## src/rtl/vend_ctrl_if.sv

```systemverilog
// Vending controller bus: key/tick inputs toward the controller and the
// registered transaction/display values coming back out of it.
interface vend_ctrl_if;
  logic [3:0]  key_pulse;     // [0] select, [1] next/1 yuan, [2] 5 yuan, [3] cancel
  logic        flag_2s;       // one-cycle 2 s timebase tick
  logic [19:0] money_show;    // decimal value for the six-digit display
  logic        flag_charge;   // change is being dispensed
  logic [1:0]  state;         // 0 IDLE, 1 SELECT, 2 PAY, 3 CHANGE
  logic [4:0]  money_pay;     // price of the selected item
  logic [4:0]  money_paid;    // amount inserted so far
  logic [4:0]  money_charge;  // change or refund amount

  // Stimulus side: drives keys and ticks, observes the controller outputs.
  modport master (
    output key_pulse, flag_2s,
    input  money_show, flag_charge, state, money_pay, money_paid, money_charge
  );

  // Controller side.
  modport slave (
    input  key_pulse, flag_2s,
    output money_show, flag_charge, state, money_pay, money_paid, money_charge
  );
endinterface

```

## src/rtl/vend_ctrl.sv

```systemverilog
// Vending-machine transaction controller: IDLE/SELECT/PAY/CHANGE flow driven
// by debounced key pulses and a 2 s tick. Every output is registered and
// reflects the key/tick sampled on the previous clock edge.
module vend_ctrl #(
  parameter logic [4:0]  PRICE_A       = 5'd3,
  parameter logic [4:0]  PRICE_B       = 5'd5,
  parameter logic [4:0]  PRICE_C       = 5'd8,
  parameter int unsigned MAX_PAID      = 30,   // must be <= 31
  parameter int unsigned HOLD_TICKS    = 2,
  parameter int unsigned TIMEOUT_TICKS = 5
) (
  input logic        clk,
  input logic        rstn,
  vend_ctrl_if.slave io_bus
);

  typedef enum logic [1:0] {
    ST_IDLE   = 2'd0,
    ST_SELECT = 2'd1,
    ST_PAY    = 2'd2,
    ST_CHANGE = 2'd3
  } state_t;

  typedef enum logic [1:0] {
    ITEM_A = 2'd0,
    ITEM_B = 2'd1,
    ITEM_C = 2'd2
  } item_t;

  // Counter is wide enough for any sensible tick count; it never runs past
  // the larger of the two limits because reaching a limit changes state.
  localparam int                CNT_W     = 8;
  localparam logic [CNT_W-1:0]  TIMEOUT_C = CNT_W'(TIMEOUT_TICKS);
  localparam logic [CNT_W-1:0]  HOLD_C    = CNT_W'(HOLD_TICKS);
  localparam logic [5:0]        MAX_C     = 6'(MAX_PAID);

  // Registered state and outputs
  state_t            r_state;
  item_t             r_item;
  logic [4:0]        r_pay;
  logic [4:0]        r_paid;
  logic [4:0]        r_charge;
  logic [CNT_W-1:0]  r_cnt;
  logic [19:0]       r_show;
  logic              r_flag;

  // Next-state values
  state_t            w_state_next;
  item_t             w_item_next;
  logic [4:0]        w_pay_next;
  logic [4:0]        w_paid_next;
  logic [4:0]        w_charge_next;
  logic [CNT_W-1:0]  w_cnt_next;
  logic [19:0]       w_show_next;
  logic              w_flag_next;
  logic              w_go_idle;
  logic              w_refund;

  // Decoded keys after priority resolution: cancel > select > 5 yuan > 1 yuan.
  logic              w_k_cancel;
  logic              w_k_sel;
  logic              w_k_five;
  logic              w_k_one;
  logic              w_k_coin;
  logic              w_tick;
  logic [5:0]        w_coin_amt;
  logic [5:0]        w_sum;
  logic [CNT_W-1:0]  w_cnt_inc;
  item_t             w_item_succ;

  function automatic logic [4:0] price_of(input item_t it);
    case (it)
      ITEM_A:  price_of = PRICE_A;
      ITEM_B:  price_of = PRICE_B;
      default: price_of = PRICE_C;
    endcase
  endfunction

  assign w_k_cancel = io_bus.key_pulse[3];
  assign w_k_sel    = ~io_bus.key_pulse[3] & io_bus.key_pulse[0];
  assign w_k_five   = ~io_bus.key_pulse[3] & ~io_bus.key_pulse[0] & io_bus.key_pulse[2];
  assign w_k_one    = ~io_bus.key_pulse[3] & ~io_bus.key_pulse[0] & ~io_bus.key_pulse[2]
                    & io_bus.key_pulse[1];
  assign w_k_coin   = w_k_five | w_k_one;
  assign w_tick     = io_bus.flag_2s;

  // Coin sum kept at 6 bits so an overflow past 31 is caught by the cap test.
  assign w_coin_amt = w_k_five ? 6'd5 : 6'd1;
  assign w_sum      = {1'b0, r_paid} + w_coin_amt;
  assign w_cnt_inc  = r_cnt + CNT_W'(1);

  // Item rotation A -> B -> C -> A
  always_comb begin
    w_item_succ = ITEM_A;
    case (r_item)
      ITEM_A:  w_item_succ = ITEM_B;
      ITEM_B:  w_item_succ = ITEM_C;
      default: w_item_succ = ITEM_A;
    endcase
  end

  // Next-state and transaction bookkeeping for the flow FSM
  always_comb begin
    w_state_next  = r_state;
    w_item_next   = r_item;
    w_pay_next    = r_pay;
    w_paid_next   = r_paid;
    w_charge_next = r_charge;
    w_cnt_next    = r_cnt;
    w_go_idle     = 1'b0;
    w_refund      = 1'b0;

    case (r_state)
      ST_IDLE: begin
        w_cnt_next = '0;
        if (w_k_sel) begin
          w_state_next  = ST_SELECT;
          w_item_next   = ITEM_A;
          w_pay_next    = PRICE_A;
          w_paid_next   = 5'd0;
          w_charge_next = 5'd0;
        end
      end

      ST_SELECT: begin
        if (w_k_cancel) begin
          w_go_idle = 1'b1;
        end else if (w_k_sel) begin
          w_state_next = ST_PAY;
          w_paid_next  = 5'd0;
          w_cnt_next   = '0;
        end else if (w_k_one) begin
          w_item_next = w_item_succ;
          w_pay_next  = price_of(w_item_succ);
          w_cnt_next  = '0;
        end else if (w_tick) begin
          // 5 yuan key is meaningless here, so it does not hold off the tick
          if (w_cnt_inc >= TIMEOUT_C) w_go_idle = 1'b1;
          else                        w_cnt_next = w_cnt_inc;
        end
      end

      ST_PAY: begin
        if (w_k_cancel) begin
          w_refund = 1'b1;
        end else if (w_k_coin) begin
          // A rejected coin still counts as activity for the timeout.
          w_cnt_next = '0;
          if (w_sum > MAX_C) begin
            w_paid_next = r_paid;
          end else if (w_sum >= {1'b0, r_pay}) begin
            w_state_next  = ST_CHANGE;
            w_paid_next   = w_sum[4:0];
            w_charge_next = w_sum[4:0] - r_pay;
          end else begin
            w_paid_next = w_sum[4:0];
          end
        end else if (w_tick) begin
          if (w_cnt_inc >= TIMEOUT_C) w_refund = 1'b1;
          else                        w_cnt_next = w_cnt_inc;
        end
      end

      ST_CHANGE: begin
        if (w_tick) begin
          if (w_cnt_inc >= HOLD_C) w_go_idle = 1'b1;
          else                     w_cnt_next = w_cnt_inc;
        end
      end

      default: begin
        w_go_idle = 1'b1;
      end
    endcase

    // Abort from PAY: hand back what was inserted, or go straight home if nothing was.
    if (w_refund) begin
      if (r_paid == 5'd0) begin
        w_go_idle = 1'b1;
      end else begin
        w_state_next  = ST_CHANGE;
        w_charge_next = r_paid;
        w_cnt_next    = '0;
      end
    end

    // Every return to IDLE wipes the transaction.
    if (w_go_idle) begin
      w_state_next  = ST_IDLE;
      w_item_next   = ITEM_A;
      w_pay_next    = 5'd0;
      w_paid_next   = 5'd0;
      w_charge_next = 5'd0;
      w_cnt_next    = '0;
    end
  end

  // Display value and change flag derived from the next state so they line up
  // with the other registered outputs.
  always_comb begin
    w_show_next = 20'd0;
    w_flag_next = 1'b0;
    case (w_state_next)
      ST_IDLE:   w_show_next = 20'd0;
      ST_SELECT: w_show_next = 20'(w_pay_next) * 20'd10000;
      ST_PAY:    w_show_next = 20'(w_pay_next) * 20'd10000 + 20'(w_paid_next);
      ST_CHANGE: begin
        w_show_next = 20'(w_charge_next);
        w_flag_next = (w_charge_next != 5'd0);
      end
      default:   w_show_next = 20'd0;
    endcase
  end

  // State and output registers, cleared immediately by reset
  always_ff @(posedge clk or negedge rstn) begin
    if (!rstn) begin
      r_state  <= ST_IDLE;
      r_item   <= ITEM_A;
      r_pay    <= 5'd0;
      r_paid   <= 5'd0;
      r_charge <= 5'd0;
      r_cnt    <= '0;
      r_show   <= 20'd0;
      r_flag   <= 1'b0;
    end else begin
      r_state  <= w_state_next;
      r_item   <= w_item_next;
      r_pay    <= w_pay_next;
      r_paid   <= w_paid_next;
      r_charge <= w_charge_next;
      r_cnt    <= w_cnt_next;
      r_show   <= w_show_next;
      r_flag   <= w_flag_next;
    end
  end

  assign io_bus.state        = r_state;
  assign io_bus.money_pay    = r_pay;
  assign io_bus.money_paid   = r_paid;
  assign io_bus.money_charge = r_charge;
  assign io_bus.money_show   = r_show;
  assign io_bus.flag_charge  = r_flag;

endmodule

```

## src/flat_wrapper.sv

```systemverilog
// flat-port wrapper written by rule: the top's interface ports become plain ports
module vend_ctrl_flat 
#(
  parameter logic [4:0]  PRICE_A       = 5'd3,
  parameter logic [4:0]  PRICE_B       = 5'd5,
  parameter logic [4:0]  PRICE_C       = 5'd8,
  parameter int unsigned MAX_PAID      = 30,                   
  parameter int unsigned HOLD_TICKS    = 2,
  parameter int unsigned TIMEOUT_TICKS = 5
)
  (clk, rstn, io_bus_key_pulse, io_bus_flag_2s, io_bus_money_show, io_bus_flag_charge, io_bus_state, io_bus_money_pay, io_bus_money_paid, io_bus_money_charge);
  vend_ctrl_if io_bus_i ();
  input logic clk;
  input logic rstn;
  input wire logic [$bits(io_bus_i.key_pulse)-1:0] io_bus_key_pulse;
  input wire logic [$bits(io_bus_i.flag_2s)-1:0] io_bus_flag_2s;
  output wire logic [$bits(io_bus_i.money_show)-1:0] io_bus_money_show;
  output wire logic [$bits(io_bus_i.flag_charge)-1:0] io_bus_flag_charge;
  output wire logic [$bits(io_bus_i.state)-1:0] io_bus_state;
  output wire logic [$bits(io_bus_i.money_pay)-1:0] io_bus_money_pay;
  output wire logic [$bits(io_bus_i.money_paid)-1:0] io_bus_money_paid;
  output wire logic [$bits(io_bus_i.money_charge)-1:0] io_bus_money_charge;
  assign io_bus_i.key_pulse = io_bus_key_pulse;
  assign io_bus_i.flag_2s = io_bus_flag_2s;
  assign io_bus_money_show = io_bus_i.money_show;
  assign io_bus_flag_charge = io_bus_i.flag_charge;
  assign io_bus_state = io_bus_i.state;
  assign io_bus_money_pay = io_bus_i.money_pay;
  assign io_bus_money_paid = io_bus_i.money_paid;
  assign io_bus_money_charge = io_bus_i.money_charge;
  vend_ctrl #(.PRICE_A(PRICE_A), .PRICE_B(PRICE_B), .PRICE_C(PRICE_C), .MAX_PAID(MAX_PAID), .HOLD_TICKS(HOLD_TICKS), .TIMEOUT_TICKS(TIMEOUT_TICKS)) u_core (.clk(clk), .rstn(rstn), .io_bus(io_bus_i));
endmodule
```

## config.mk

```make
export PLATFORM = sky130hd
export DESIGN_NAME = vend_ctrl_flat
export DESIGN_NICKNAME = d
export VERILOG_FILES = /design/src/rtl/vend_ctrl_if.sv /design/src/rtl/vend_ctrl.sv /design/src/flat_wrapper.sv
export SDC_FILE = /design/constraint.sdc
export NUM_CORES = 1
export LEC_CHECK = 0
export ABC_CLOCK_PERIOD_IN_PS = 15400
export CAP_MARGIN = 20
export CORE_ASPECT_RATIO = 0.5
export CORE_MARGIN = 2
export CORE_UTILIZATION = 60
export CTS_CLUSTER_DIAMETER = 60
export CTS_CLUSTER_SIZE = 20
export DETAILED_ROUTE_END_ITERATION = 7
export MAX_ROUTING_LAYER = met4
export PLACE_DENSITY = 0.88
export SLEW_MARGIN = 20
export SYNTH_ARGS = -nofsm -noshare
export SYNTH_HDL_FRONTEND = slang
export SYNTH_SLANG_ARGS = --single-unit
```

## constraint.sdc

```tcl
create_clock -name clk -period 15.4 [get_ports clk]
set_input_delay 3.08 -clock clk [delete_from_list [all_inputs] [get_ports clk]]
set_output_delay 3.08 -clock clk [all_outputs]
set_load 0.02 [all_outputs]
```

* Word level (Yosys, flattened, before mapping)
Index checks and enable logic that the tools add are counted. Widths: inputs -> output; s select.
Word-level totals: bits of input ports 7, flip-flop bits (word level) 48, output and inout port bits 38
Cells by class: add/sub/neg operators 4, muxes and demuxes 70, equality and inequality tests 12, multiply operators 1, bitwise operators 9, reductions and logical operators 8, order comparisons 4
Operators with widths (number):
- $mux 8 | 12
- $mux 5 | 19
- $pmux 20 s4 | 1
- $pmux 8 s4 | 1
- $mux 2 | 15
- $add 19x5->20 | 1
- $pmux 5 s2 | 2
- $mul 5x10->15 const B | 1
- $pmux 5 s3 | 1
- $mux 1 | 13
- $add 8x1->8 const B | 1
- $eq 2x1->1 const B | 4
- $eq 2x2->1 const B | 4
- $ge 8x2->1 const B | 1
- $ge 8x3->1 const B | 1
- $logic_not 2->1 | 4
- $pmux 2 s2 | 2
- $pmux 4 s2 | 1
- $add 5x6->6 | 1
- $ge 6x5->1 | 1
- $gt 6x5->1 const B | 1
- $ne 3x1->1 const B | 2
- $ne 3x2->1 const B | 2
- $pmux 2 s3 | 1
- 10 further kinds | 16

* Logic depth before layout (Yosys ltp)
depth in word-level cells 16, gate-level depth with buffers 22, depth with buffers taken out 21

* Least setup slack after synthesis
No wires, ideal clock.
kind input port to flip-flop, start input port io_bus_key_pulse[3], end register u_core.r_show[18], in the netlist u_core.io_bus.money_show[18], buffers on the path 0, arrival 7.351 ns, setup time 0.110 ns, stages 17, setup slack 7.939 ns, cells stage by stage or4b_2 mux2i_1 nor2b_1 o21ai_0 nand2_1 inv_1 fa_1 ha_1 ha_1 ha_1 o21ai_0 nor2_1 o31ai_1 a21bo_2 nor3_1 nand2_1 o41ai_1
RTL lines:
- start, declared | line flat_wrapper.sv:15 | input wire logic [$bits(io_bus_i.key_pulse)-1:0] io_bus_key_pulse;
- $not 1->1 | line vend_ctrl.sv:80, vend_ctrl.sv:81, vend_ctrl.sv:82
- $and 1x1->1 | line vend_ctrl.sv:81, vend_ctrl.sv:82
- $and 1x1->1 | line vend_ctrl.sv:82 | assign w_k_one = ~io_bus.key_pulse[3] & ~io_bus.key_pulse[0] & ~io_bus.key_pulse[2]
- $and 1x1->1 | line vend_ctrl.sv:83 | & io_bus.key_pulse[1];
- $mux 1 | line vend_ctrl.sv:132 | end else if (w_k_one) begin
- $mux 1 | line vend_ctrl.sv:128 | end else if (w_k_sel) begin
- $mux 1 | line vend_ctrl.sv:126 | if (w_k_cancel) begin
- $pmux 1 s2 | line vend_ctrl.sv:113 | case (r_state)
- $mux 1 | line vend_ctrl.sv:178 | if (r_paid == 5'd0) begin
- $mux 1 | line vend_ctrl.sv:177 | if (w_refund) begin
- $mux 5 (*) | line vend_ctrl.sv:188 | if (w_go_idle) begin
- named net u_core.w_pay_next[2] | line vend_ctrl.sv:50 | logic [4:0] w_pay_next;
- $mul 5x10->15 (*) | line vend_ctrl.sv:205, vend_ctrl.sv:206
- $add 19x5->20 | line vend_ctrl.sv:206 | ST_PAY: w_show_next = 20'(w_pay_next) * 20'd10000 + 20'(w_paid_next);
- $pmux 20 s4 (*) | line vend_ctrl.sv:203 | case (w_state_next)
- named net u_core.w_show_next[18] | line vend_ctrl.sv:54 | logic [19:0] w_show_next;
- end signal, assigned | line vend_ctrl.sv:233 | r_show <= w_show_next;
- end, declared | line vend_ctrl.sv:44 | logic [19:0] r_show;
Mark *: on every way through the listed nets, which the timed path passes. The rest lies on a longest branch. A chain may end at the register's enable or synchronous reset.

* Final worst setup path
start input port io_bus_key_pulse[3], end register u_core.r_show[17], in the netlist u_core.io_bus.money_show[17]
Same word-level chain as after synthesis.

==> impl_metrics.toml <==
[outcome]
outcome = "finished clean"

[finish]
antenna_cells = 0
regArea_sq_um = 1200
final_core_util = 0.732
syn2layout_area_growth_pct = 18.3
multi_input_area_sq_um = 2420
drive_gt1_frac = 0.0574
fillers = 428
nets = 502
final_cell_area_sq_um = 4430

[setup_path]
arrival_ps = 8640
crit_fanout = 17
cp.required_ps = 15550
ff2ff_path_depth = 20
startpoint_type = "primary input"
reg2reg_from = "u_core.r_cnt[0]"
critPathCaptureType = "flop"
r2r_slack_ps = 9470
critical_path_class = "primary input to flop"
timing.rr.end = "u_core.io_bus.money_show[17]"

[floorplanning]
fp.dieH_um = 59.9
ios = 45
initial_core_util = 0.618
core.rowCount = 20
dieArea_sq_um = 6930
core_area_sq_um = 6060
die_w_um = 116

[global_routing]
grt_overflow_total = 0
grt_usage = 0.305
grt_pass1_vias = 3241
grt_max_degree = 49
grt_antenna_before_repair = 0
grt_pass1_wl_um = 15600

[yosys]
synthCells = 414
synth_nets = 464
netlist_top_cells_area = "dfrtp_1 (32%), ha_1 (13%), nor2_1 (4.3%)"
post-synth-top-count-cell = "dfrtp_1"
synth_seq_cells = 48
async_reset_ff_frac = 1.00
netlist.area_leader.share = 0.321
synth_edf_count = 0
synth_area_leader_cell = "dfrtp_1"
syn_avg_cell_area_sq_um = 9.05
ys.warnings.count = 0
synth_area_sq_um = 3740
synth_ff_type = "dfrtp_1"
synth-seq-area-share = 0.321
synth_common_cells = "dfrtp_1 (48), nor2_1 (43), ha_1 (38)"
netlist-cell-type-count = 74

[sta]
clock-skew-final_ps = 6.99
fin_ws_ps = 6920
slew_headroom = 0.391
hold_viol = 0
tns_ps = 0
tightest_slew_ps = 906
report.final.slew_viol_count = 0
fin_crit_sh = 0.551
fmax_mhz = 118
final.min_clock_period_ps = 8480
setup_viol = 0
rsz0062_at_grt = "no"

[clock_network]
clk_pin_slew_ps = 70
postCtsHoldBufs = 0
cts_tree = "built"
clock-root-buffer = "clkbuf_16"
cts_buffers = 5
post_cts_resize_count = 0
clkLatencyLatePin_ps = 300
clock-sinks = 48
cts-htree-levels = 2
post_cts_buffers = 0
clock_path_buffers = 2

[power_and_ir_drop]
ir_drop_v = 0.0000780
power_density_nw_per_um2 = 170
leakage_nw = 2.00
design_power_total_mw = 0.754

[hold_path]
hold_depth = 1
hold_path.class = "flop to flop"
min_from = "u_core.r_cnt[6]"
hold-path-endpoint = "u_core.r_cnt[6]"

[drt]
drt_pass1_iterations = 6
routed_wl_um = 9780
ant_nets = 0
wire_per_inst_um = 18.1
routed_via_density = 6.35
drtIter0Drc = 333
via_count = 3435
drcViolationCount = 0

[place]
post_dp_cell_area_sq_um = 4240
gp_congestion = 0.954
dp_hpwl_um = 6990
io_buffers = 44
pre_cts_ws_ps = 6690

[job]
cap_violations = 0
==> cell families after synthesis <==
family,share of synthesized area
AOI/OAI and AO/OA,0.202
buffers and inverters,0.0341
xor gates and xnor gates,0.0645
other,0.00100
and+or+nand+nor,0.210
DFF,0.321
muxes,0.0137
adders and majority gates,0.154
==> registers in the layout (all words and copies together) (netlist names) <==
register                    flops
u_core.io_bus.money_charge      5
u_core.io_bus.money_show       20
u_core.r_cnt                    8
u_core.io_bus.state             2
u_core.io_bus.money_pay         5
u_core.r_item                   2
u_core.io_bus.money_paid        5
u_core.io_bus.flag_charge       1
==> layout by cell type (no fill, tap or decap), types with 6 or more instances in the layout <==
cell type	count
nor2b_1	9
clkdlybuf4s50_1	43
inv_1	16
xor2_1	7
nand3_1	8
ha_1	38
o22ai_1	7
nor2_1	43
nand2_1	32
nor3_1	16
xnor2_1	18
dfrtp_1	48
and2_1	8
a21o_1	6
o21ai_0	21
a21oi_1	21
==> report_power, final <==
part	switching, mW	internal (mW)
sequential	0.0333	0.151
combinational	0.254	0.171
clock	0.0508	0.0937
total	0.339	0.416
==> through the flow <==
stage	instances	hold slack, ps
6_report	541	557
5_1_grt	541	583
4_1_cts	541	558
3_5_place_dp	533	537
3_3_place_gp	533	533
2_1_floorplan	414	499
==> area by class of cell <==
| class | count | share of cell area |
|---|---|---|
| clock buffers | 5 | 0.0282 |
| clock inverters | 3 | 0.0155 |
| inverters | 16 | 0.0136 |
| multi-input cells | 335 | 0.545 |
| flip-flops and latches | 48 | 0.271 |
| well taps | 88 | 0.0248 |
| repair buffers | 46 | 0.102 |
==> critical path, cell delays in order <==
cell and delay (ps):
clkdlybuf4s50_1 670, or3b_1 480, o2111a_1 140, o31ai_2 290, o211ai_2 230, o21bai_4 320
nor2_1 530, fa_1 530, ha_1 300, ha_1 300, ha_1 330, o21ai_0 90
nor2_1 90, o31ai_1 250, a21bo_2 290, nor3_1 260, nand4_1 160, xnor3_1 230
o22ai_1 70
==> worst max-delay path by stage <==
| stage | to | from |
|---|---|---|
| floorplan | u_core.io_bus.money_show[18] | io_bus_key_pulse[3] |
| global placement | u_core.io_bus.money_show[17] | io_bus_key_pulse[3] |
| detailed placement | u_core.io_bus.money_show[17] | io_bus_key_pulse[3] |
| CTS | u_core.io_bus.money_show[17] | io_bus_key_pulse[3] |
| global route | u_core.io_bus.money_show[17] | io_bus_key_pulse[3] |
| finish | u_core.io_bus.money_show[17] | io_bus_key_pulse[3] |
==> layer usage <==
metal | vias up | track usage | routed length, um
li1 | 1582 | - | -
met1 | 1645 | 0.361 | 4010
met2 | 171 | 0.519 | 4730
met3 | 37 | 0.0649 | 760
met4 | 0 | 0.128 | 278
met5 | - | - | 0
No activity file was read; power rests on OpenSTA's default activity.
